===== src/rtl/key_pkg.sv =====
// Shared key-path definitions: click FSM state encoding and the default
// click window length for a 50 MHz system clock.
package key_pkg;

  localparam logic [1:0] ST_IDLE  = 2'd0;
  localparam logic [1:0] ST_WAIT2 = 2'd1;
  localparam logic [1:0] ST_WAIT3 = 2'd2;

  // 500 ms at 50 MHz, expressed as cycle count minus one
  localparam logic [24:0] KEY_WIN_MAX_50M = 25'd24_999_999;

  typedef enum logic [1:0] {
    S_IDLE  = ST_IDLE,
    S_WAIT2 = ST_WAIT2,
    S_WAIT3 = ST_WAIT3
  } click_state_t;

endpackage


===== src/rtl/click_win_timer.sv =====
// Click window timer: synchronous clear, enable, saturating up-count;
// done flags the last cycle of the window.
module click_win_timer #(
  parameter int               CNT_W   = 25,
  parameter logic [CNT_W-1:0] WIN_MAX = '1
) (
  input  logic clk,
  input  logic rst_n,
  input  logic clr,
  input  logic en,
  output logic done
);

  logic [CNT_W-1:0] cnt;

  always_ff @(posedge clk or negedge rst_n) begin
    if (!rst_n) begin
      cnt <= '0;
    end else if (clr) begin
      cnt <= '0;
    end else if (en && (cnt != WIN_MAX)) begin
      cnt <= cnt + 1'b1;
    end
  end

  assign done = (cnt == WIN_MAX);

endmodule


===== src/rtl/key_click_decoder.sv =====
// Classifies bursts of debounced key presses into single/double/triple clicks.
// Optional feature macro: CLICK_TRIPLE_EN (enables WAIT3 and click_triple).
module key_click_decoder
  import key_pkg::*;
#(
  parameter int               CNT_W   = 25,
  parameter logic [CNT_W-1:0] WIN_MAX = CNT_W'(KEY_WIN_MAX_50M)
) (
  input  logic clk,
  input  logic sys_rst_n,
  input  logic key_pulse,
  output logic click_single,
  output logic click_double,
  output logic click_triple,
  output logic busy
);

  click_state_t state;
  logic         key_d;
  logic         press;
  logic         win_done;
  logic         win_clr;

  // A held input only counts once, on its rising edge
  assign press   = key_pulse & ~key_d;
  assign busy    = (state != S_IDLE);
  assign win_clr = press | (state == S_IDLE);

  click_win_timer #(
    .CNT_W   (CNT_W),
    .WIN_MAX (WIN_MAX)
  ) u_timer (
    .clk   (clk),
    .rst_n (sys_rst_n),
    .clr   (win_clr),
    .en    (busy),
    .done  (win_done)
  );

  always_ff @(posedge clk or negedge sys_rst_n) begin
    if (!sys_rst_n) begin
      state        <= S_IDLE;
      key_d        <= 1'b0;
      click_single <= 1'b0;
      click_double <= 1'b0;
`ifdef CLICK_TRIPLE_EN
      click_triple <= 1'b0;
`endif
    end else begin
      key_d        <= key_pulse;
      click_single <= 1'b0;
      click_double <= 1'b0;
`ifdef CLICK_TRIPLE_EN
      click_triple <= 1'b0;
`endif
      case (state)
        S_IDLE: begin
          if (press) state <= S_WAIT2;
        end
        S_WAIT2: begin
          // A press on the last window cycle still belongs to the burst
          if (press) begin
`ifdef CLICK_TRIPLE_EN
            state <= S_WAIT3;
`else
            click_double <= 1'b1;
            state        <= S_IDLE;
`endif
          end else if (win_done) begin
            click_single <= 1'b1;
            state        <= S_IDLE;
          end
        end
        S_WAIT3: begin
`ifdef CLICK_TRIPLE_EN
          if (press) begin
            click_triple <= 1'b1;
            state        <= S_IDLE;
          end else if (win_done) begin
            click_double <= 1'b1;
            state        <= S_IDLE;
          end
`else
          state <= S_IDLE;
`endif
        end
        default: state <= S_IDLE;
      endcase
    end
  end

`ifndef CLICK_TRIPLE_EN
  assign click_triple = 1'b0;
`endif

endmodule


===== config.mk =====
export PLATFORM = sky130hd
export DESIGN_NAME = key_click_decoder
export DESIGN_NICKNAME = d
export VERILOG_FILES = /design/src/rtl/key_pkg.sv /design/src/rtl/click_win_timer.sv /design/src/rtl/key_click_decoder.sv
export SDC_FILE = /design/constraint.sdc
export NUM_CORES = 1
export LEC_CHECK = 0
export ABC_AREA = 1
export ABC_CLOCK_PERIOD_IN_PS = 2600
export BUFFER_PORTS_ARGS = -buffer_cell sky130_fd_sc_hd__buf_2
export CAP_MARGIN = 20
export CORE_ASPECT_RATIO = 1.25
export CORE_MARGIN = 4
export CORE_UTILIZATION = 45
export CTS_BUF_LIST = sky130_fd_sc_hd__clkbuf_4
export DETAILED_ROUTE_END_ITERATION = 8
export RECOVER_POWER = 50
export SYNTH_ARGS = -nofsm -noshare
export SYNTH_HDL_FRONTEND = slang
export SYNTH_SLANG_ARGS = --single-unit

===== constraint.sdc =====
create_clock -name clk -period 2.6 [get_ports clk]
set_clock_uncertainty 0.2 [all_clocks]
set_input_delay 0.39 -clock clk [delete_from_list [all_inputs] [get_ports clk]]
set_output_delay 0.39 -clock clk [all_outputs]
set_load 0.01 [all_outputs]

Word-level counts from Yosys, hierarchy flattened
Index checks and enable logic that the tools add are counted.
{"block": "word_totals", "ramBits": 0, "mem_count": 0, "register_bits": 30, "wordCells": 30, "input_bits": 3, "out_inout_bits": 4, "mem_bits_ro": 0, "latchBits": 0}
{"block": "op_classes", "shift": 0, "n_mux": 11, "n_bitwise": 3, "reduce_logical": 5, "order_cmp": 0, "div_mod_pow": 0, "n_addsub": 1, "eq_ne": 5, "n_mul": 0}
{"operator": "2-to-1 mux 25 bit", "count": 2}
{"operator": "adder 25 x 1 -> 25 bit, second input constant", "count": 1}
{"operator": "== test 25 bit, second input constant", "count": 1}
{"operator": "inequality test 25 bit, second input constant", "count": 1}
{"operator": "2-to-1 mux 2 bit", "count": 3}
{"operator": "2-to-1 mux 1 bit", "count": 5}
{"operator": "one-hot mux 2 bit (2 select lines)", "count": 1}
{"operator": "nonzero test 2 bit", "count": 2}
{"operator": "inequality test 3 x 2 -> 1 bit, second input constant", "count": 1}
{"operator": "== test 2 x 1 -> 1 bit, second input constant", "count": 1}
{"operator": "logical NOT 2 bit", "count": 1}
{"operator": "inequality test 2 bit, second input constant", "count": 1}
{"operator": "AND reduction 2 bit", "count": 1}
{"operator": "AND 1 bit", "count": 1}
{"operator": "logical AND 1 bit", "count": 1}
{"operator": "NOT 1 bit", "count": 1}
{"operator": "OR 1 bit", "count": 1}

Logic depth before layout (Yosys ltp)
{"block": "depth", "word_depth": 4, "depth_mapped": 9, "ltp_nobuf": 9}

Cells and area by module
From an unflattened synthesis, not the netlist that was laid out.
{"block": "hier_totals", "cells_unflattened": 305, "area_unflattened_um2": 1999.4}
{"module": "click_win_timer", "area_each_um2": 1840.5, "cells_each": 289, "instances": 1, "seq_area_each_um2": 625.6}
{"module": "key_click_decoder", "area_each_um2": 158.9, "cells_each": 16, "instances": 1, "seq_area_each_um2": 100.1}

Worst setup path before layout
OpenSTA, ideal clock, no wires.
{"block": "synth_timing", "path_type": "flip-flop to flip-flop", "from": "register u_timer.cnt[0]", "to": "register state[0]", "stages_incl_launch_ff": 9, "synth_period_minus_slack_ns": 1.607, "n_path_buf": 0, "arrival_ns": 1.277, "setup_slack_ns": 0.993, "setup_ns": 0.131, "t_required_ns": 2.269, "path_cell_list": "dfrtp_1 > ha_1 > nand3_2 > inv_2 > nand2_1 > nor2_2 > nand2_1 > nand2_1 > o21ai_0"}
{"block": "synth_via", "elab_chain_cells": 3}
{"element": "from (decl)", "line": "click_win_timer.sv:14", "source": "logic [CNT_W-1:0] cnt;"}
{"element": "from (signal assigned)", "line": "click_win_timer.sv:22", "source": "cnt <= cnt + 1'b1;"}
{"element": "== test 25 bit", "line": "click_win_timer.sv:26", "source": "assign done = (cnt == WIN_MAX);"}
{"element": "inequality test 3 x 2 -> 1 bit (no source line)"}
{"element": "AND reduction 2 bit (no source line)"}
{"element": "to (signal assigned)", "line": "key_click_decoder.sv:42", "source": "state <= S_IDLE;"}
{"element": "to (signal assigned)", "line": "key_click_decoder.sv:58", "source": "if (press) state <= S_WAIT2;"}
{"element": "to (signal assigned)", "line": "key_click_decoder.sv:67", "source": "state <= S_IDLE;"}
{"element": "to (decl)", "line": "key_click_decoder.sv:18", "source": "click_state_t state;"}
Every way passes these cells.
A chain may end at the register's enable or synchronous reset.

Worst setup path in the final report
{"block": "layout_timing", "from": "input key_pulse", "to": "register u_timer.cnt[9]"}
{"block": "layout_via", "elab_chain_cells": 3, "elab_cells_between_ends": 4, "cone_classes": "1 x mux; 2 x bitwise; 1 x reduce/logical"}
{"element": "from (decl)", "line": "key_click_decoder.sv:11", "source": "input logic key_pulse,"}
{"element": "AND 1 bit *", "line": "key_click_decoder.sv:25", "source": "assign press = key_pulse & ~key_d;"}
{"element": "OR 1 bit *", "line": "key_click_decoder.sv:27", "source": "assign win_clr = press | (state == S_IDLE);"}
{"element": "2-to-1 mux 25 bit / nonzero test 2 bit (equally long branches)"}
Every way passes the cells marked *; elsewhere a longest branch is shown, timed or not.

==> implementation parameters <==
Parameter                              Value

Run status
  Run status    finished, final reports clean

Yosys
  Leading area contributor after synthesis    dfrtp_1
  Sequential-to-total area share from yosys stat    0.3992
  Fraction of post-synthesis cell area in the top cell type by area    0.3992
  Syn_nets    277
  Number of library cell types mapped by synthesis    26
  #FFs+latches synth    29
  Largest cells by area after synthesis    dfrtp_1 40%, nand2_1 18%, nor2_1 14%, inv_1 5.6%, nand3_1 3.9%
  Mapped cell area    1818 um2
  Syn Area/Cell    6.659 um2
  Cells after Synth    273
  Number of synthesis warnings    0

Power
  Part of the power in the clock network    0.343
  Comb power frac    0.095
  Share of total power consumed by net switching    0.2580
  Maximum vdd drop    0.0002486 V
  Power per cell area    423.8 nW/um2
  NetSw    0.0002173 W
  Internal power consumption    0.0006248 W
  Sequential share of power    0.562
  Leakage power figure    0.8631 nW

Global routing
  Total grt overflow    0
  Global-route wire length before repair    7458 um
  Pin count of the biggest net entering global routing    30
  Number of antenna violations at the first check in global routing    0
  Global-route usage over all layers    0.1932
  Number of global-route vias before repair    1,658

Final layout
  Most common cell after layout, fill and taps aside    nand2_1
  Synth-to-layout area growth    9.291%
  Footprint of the multi-input gates    965.9 um2
  Net count, final    290
  Sequential cell area in the final layout    725.7 um2
  Antenna cells    0
  Fill count    439
  Proportion of layout cells with a drive suffix above 1    0.1045
  Most frequent cells in the layout    88 x nand2_1, 70 x nor2_1, 29 x dfrtp_1, 27 x inv_1, 14 x nand3_1

Detailed routing
  Iteration-0 DRC Markers    66
  DRT Wirelength    4210 um
  Initial DRT Pass Iterations    4
  DRC violations left    0
  Vias    1,667
  Vias/cell    4.889
  Remaining antenna violation count    0
  Routed wire per std cell    12.35 um

Place
  Detail Placement HPWL    3282 um
  Global placement routability congestion    0.8810
  Pre-CTS setup slack    791.8 ps
  Number of buffers inserted by port buffering    5

CTS
  Post-CTS Resized    0
  CTS sink count    29
  Clock Tree Buf Depth    2
  Library cell used as clock root buffer    clkbuf_4
  Maximum level of the CTS H-tree    2
  Clock latency of the later-clocked register in the worst-skew pair    330 ps
  Clock transition at the registers of the reported paths    90 ps
  CTS tree    done
  Inserted Clock Buffers    5

STA
  Setup total negative slack    0 ps
  Number of slew-limit violations in the final report    0
  Total setup violations reported at the end of the flow    0
  Final Worst Setup Slack    744.4 ps
  Max frequency    0.5389 GHz
  Period utilization    0.7137
  Transition time at the pin with the least slew margin    653.3 ps
  Setup repair after global routing missed its margin    no
  Time the final worst path needs with I/O delays and setup    1856 ps
  Final Hold Vio Count    0
  Slew margin rel.    0.5644

Worst setup path
  Kind of cell with the highest combined delay on the critical path    buffers and inverters
  Critical-path maximum fanout    10
  Critical Path End Type    register
  Critical path data required time    2660 ps
  R2R cell count    8
  Worst reg-to-reg setup slack    780 ps
  Critical path startpoint category    input pin
  CP max stage delay    530 ps
  Slowest library cell on the worst path    dlygate4sd3_1
  Worst R2R End    state[0]
  Arrival time of the worst setup path    1910 ps
  Cell Chain, Critical Path    dlygate4sd3_1 -> clkbuf_1 -> inv_1 -> nor2_1 -> nor2_1 -> buf_4 -> clkinv_1 -> nor2_1
  Most common cell type on the critical path    nor2_1
  Buf/Inv on CP    5
  Worst Setup Path Type    in -> reg
  Reg2reg start    u_timer.cnt[0]

Floorplan
  Initial core utilization    0.4725
  Area enclosed by the die boundary    5127 um2
  Area of the placeable core    3847 um2
  Height of the die    79.07 um
  Core Rows    25
  Horizontal die dimension    64.85 um
  Count of pins on the block boundary    7

Min path
  Hold Path Sink    click_double
  Worst Hold Launch    key_d
  Worst hold-check path type    reg -> reg
  Number of cells traversed by the worst hold path    3

Run
  # Max-Cap Violations    0
## area by class of cell
type | instances | share of cell area
clock buffers | 8 | 0.03023
repair buffers | 9 | 0.02960
inverters | 29 | 0.05479
multi-input cells | 212 | 0.4861
well taps | 54 | 0.03400
flip-flops and latches | 29 | 0.3652
## worst max path at each step
stage | endpoint | startpoint | slack [ps] | cells past startpoint
5_1_grt | state[0] | u_timer.cnt[0] | 560 | 8
2_1_floorplan | state[0] | u_timer.cnt[0] | 990 | 8
4_1_cts | u_timer.cnt[9] | key_pulse | 720 | 8
6_report | u_timer.cnt[9] | key_pulse | 740 | 8
3_5_place_dp | state[0] | u_timer.cnt[0] | 790 | 8
3_3_place_gp | state[0] | u_timer.cnt[0] | 850 | 8
## sequential cells by signal, indices dropped and copies added (netlist names)
register / count
click_double: 1
state: 1
u_timer.cnt: 25
click_single: 1
key_d: 1
## through the flow
stage	instances	hold WS [ps]	instance area, um2	power (W)	utilization
finish	341	341.1	1987	0.0008421	0.5164
global route	341	396.4	1987	0.0008988	0.5164
CTS	341	359.9	1988	0.0008551	0.5167
detailed placement	331	267.0	1908	0.0005621	0.4959
global placement	331	259.6	1908	0.0005615	0.4959
floorplan	273	-105.6	1818	0.0005265	-
## worst min-delay path: cells and delay by family, from the launching register on
kind	cells	cell delay, ps
flops	1	330
simple gates	2	100
buf+inv	1	80
## power by group through the flow
stage / clock, W / sequential (W) / combinational (W)
after floorplan: 0 / 0.000482 / 0.0000441
after global placement: 0 / 0.000482 / 0.0000797
after detailed placement: 0 / 0.000483 / 0.0000794
after CTS: 0.000300 / 0.000474 / 0.0000817
after global routing: 0.000330 / 0.000476 / 0.0000931
final: 0.000289 / 0.000473 / 0.0000798
## cells in the mapped netlist
master	number
nor2_4	2
conb_1	1
o21ai_0	3
xnor2_1	2
nor3b_1	1
dfrtp_1	29
nand3_2	2
nor2_1	70
nand2_1	88
nand4_1	6
xor2_1	3
nand2_2	2
clkinv_1	1
a2bb2oi_1	1
nand3_4	2
a21oi_1	2
nor3_1	3
nor2_2	3
inv_2	1
o21bai_1	2
inv_1	27
ha_1	1
or2_2	4
buf_2	2
buf_4	1
nand3_1	14
## metal layers
| metal | track usage | vias to the layer above | wire length, um |
|---|---|---|---|
| met4 | 0.1163 | 0 | 167 |
| met5 | 0 | - | 0 |
| met2 | 0.3306 | 27 | 2137 |
| met3 | 0.04809 | 14 | 112 |
| li1 | - | 861 | - |
| met1 | 0.2128 | 765 | 1793 |
## kinds of logic (layout without fill, tap and decap cells)
kind of cell | count (synthesis) | after routing | synth area share
flops | 29 | 29 | 0.3992
simple gates | 197 | 197 | 0.4714
xor+xnor | 5 | 5 | 0.02409
fa+ha+maj | 1 | 1 | 0.006881
other cells | 1 | 1 | 0.002063
buf+inv | 32 | 46 | 0.06951
compound gates | 8 | 8 | 0.02684
## repair_timing
item | 4_1_cts | 5_1_grt
endpoints found under the setup margin | 0 | 0
hold buffers | 2 | 0
buffers inserted | 0 | 0
hold endpoints to repair | 30 | 0
Power figures use the tool's default switching activity.
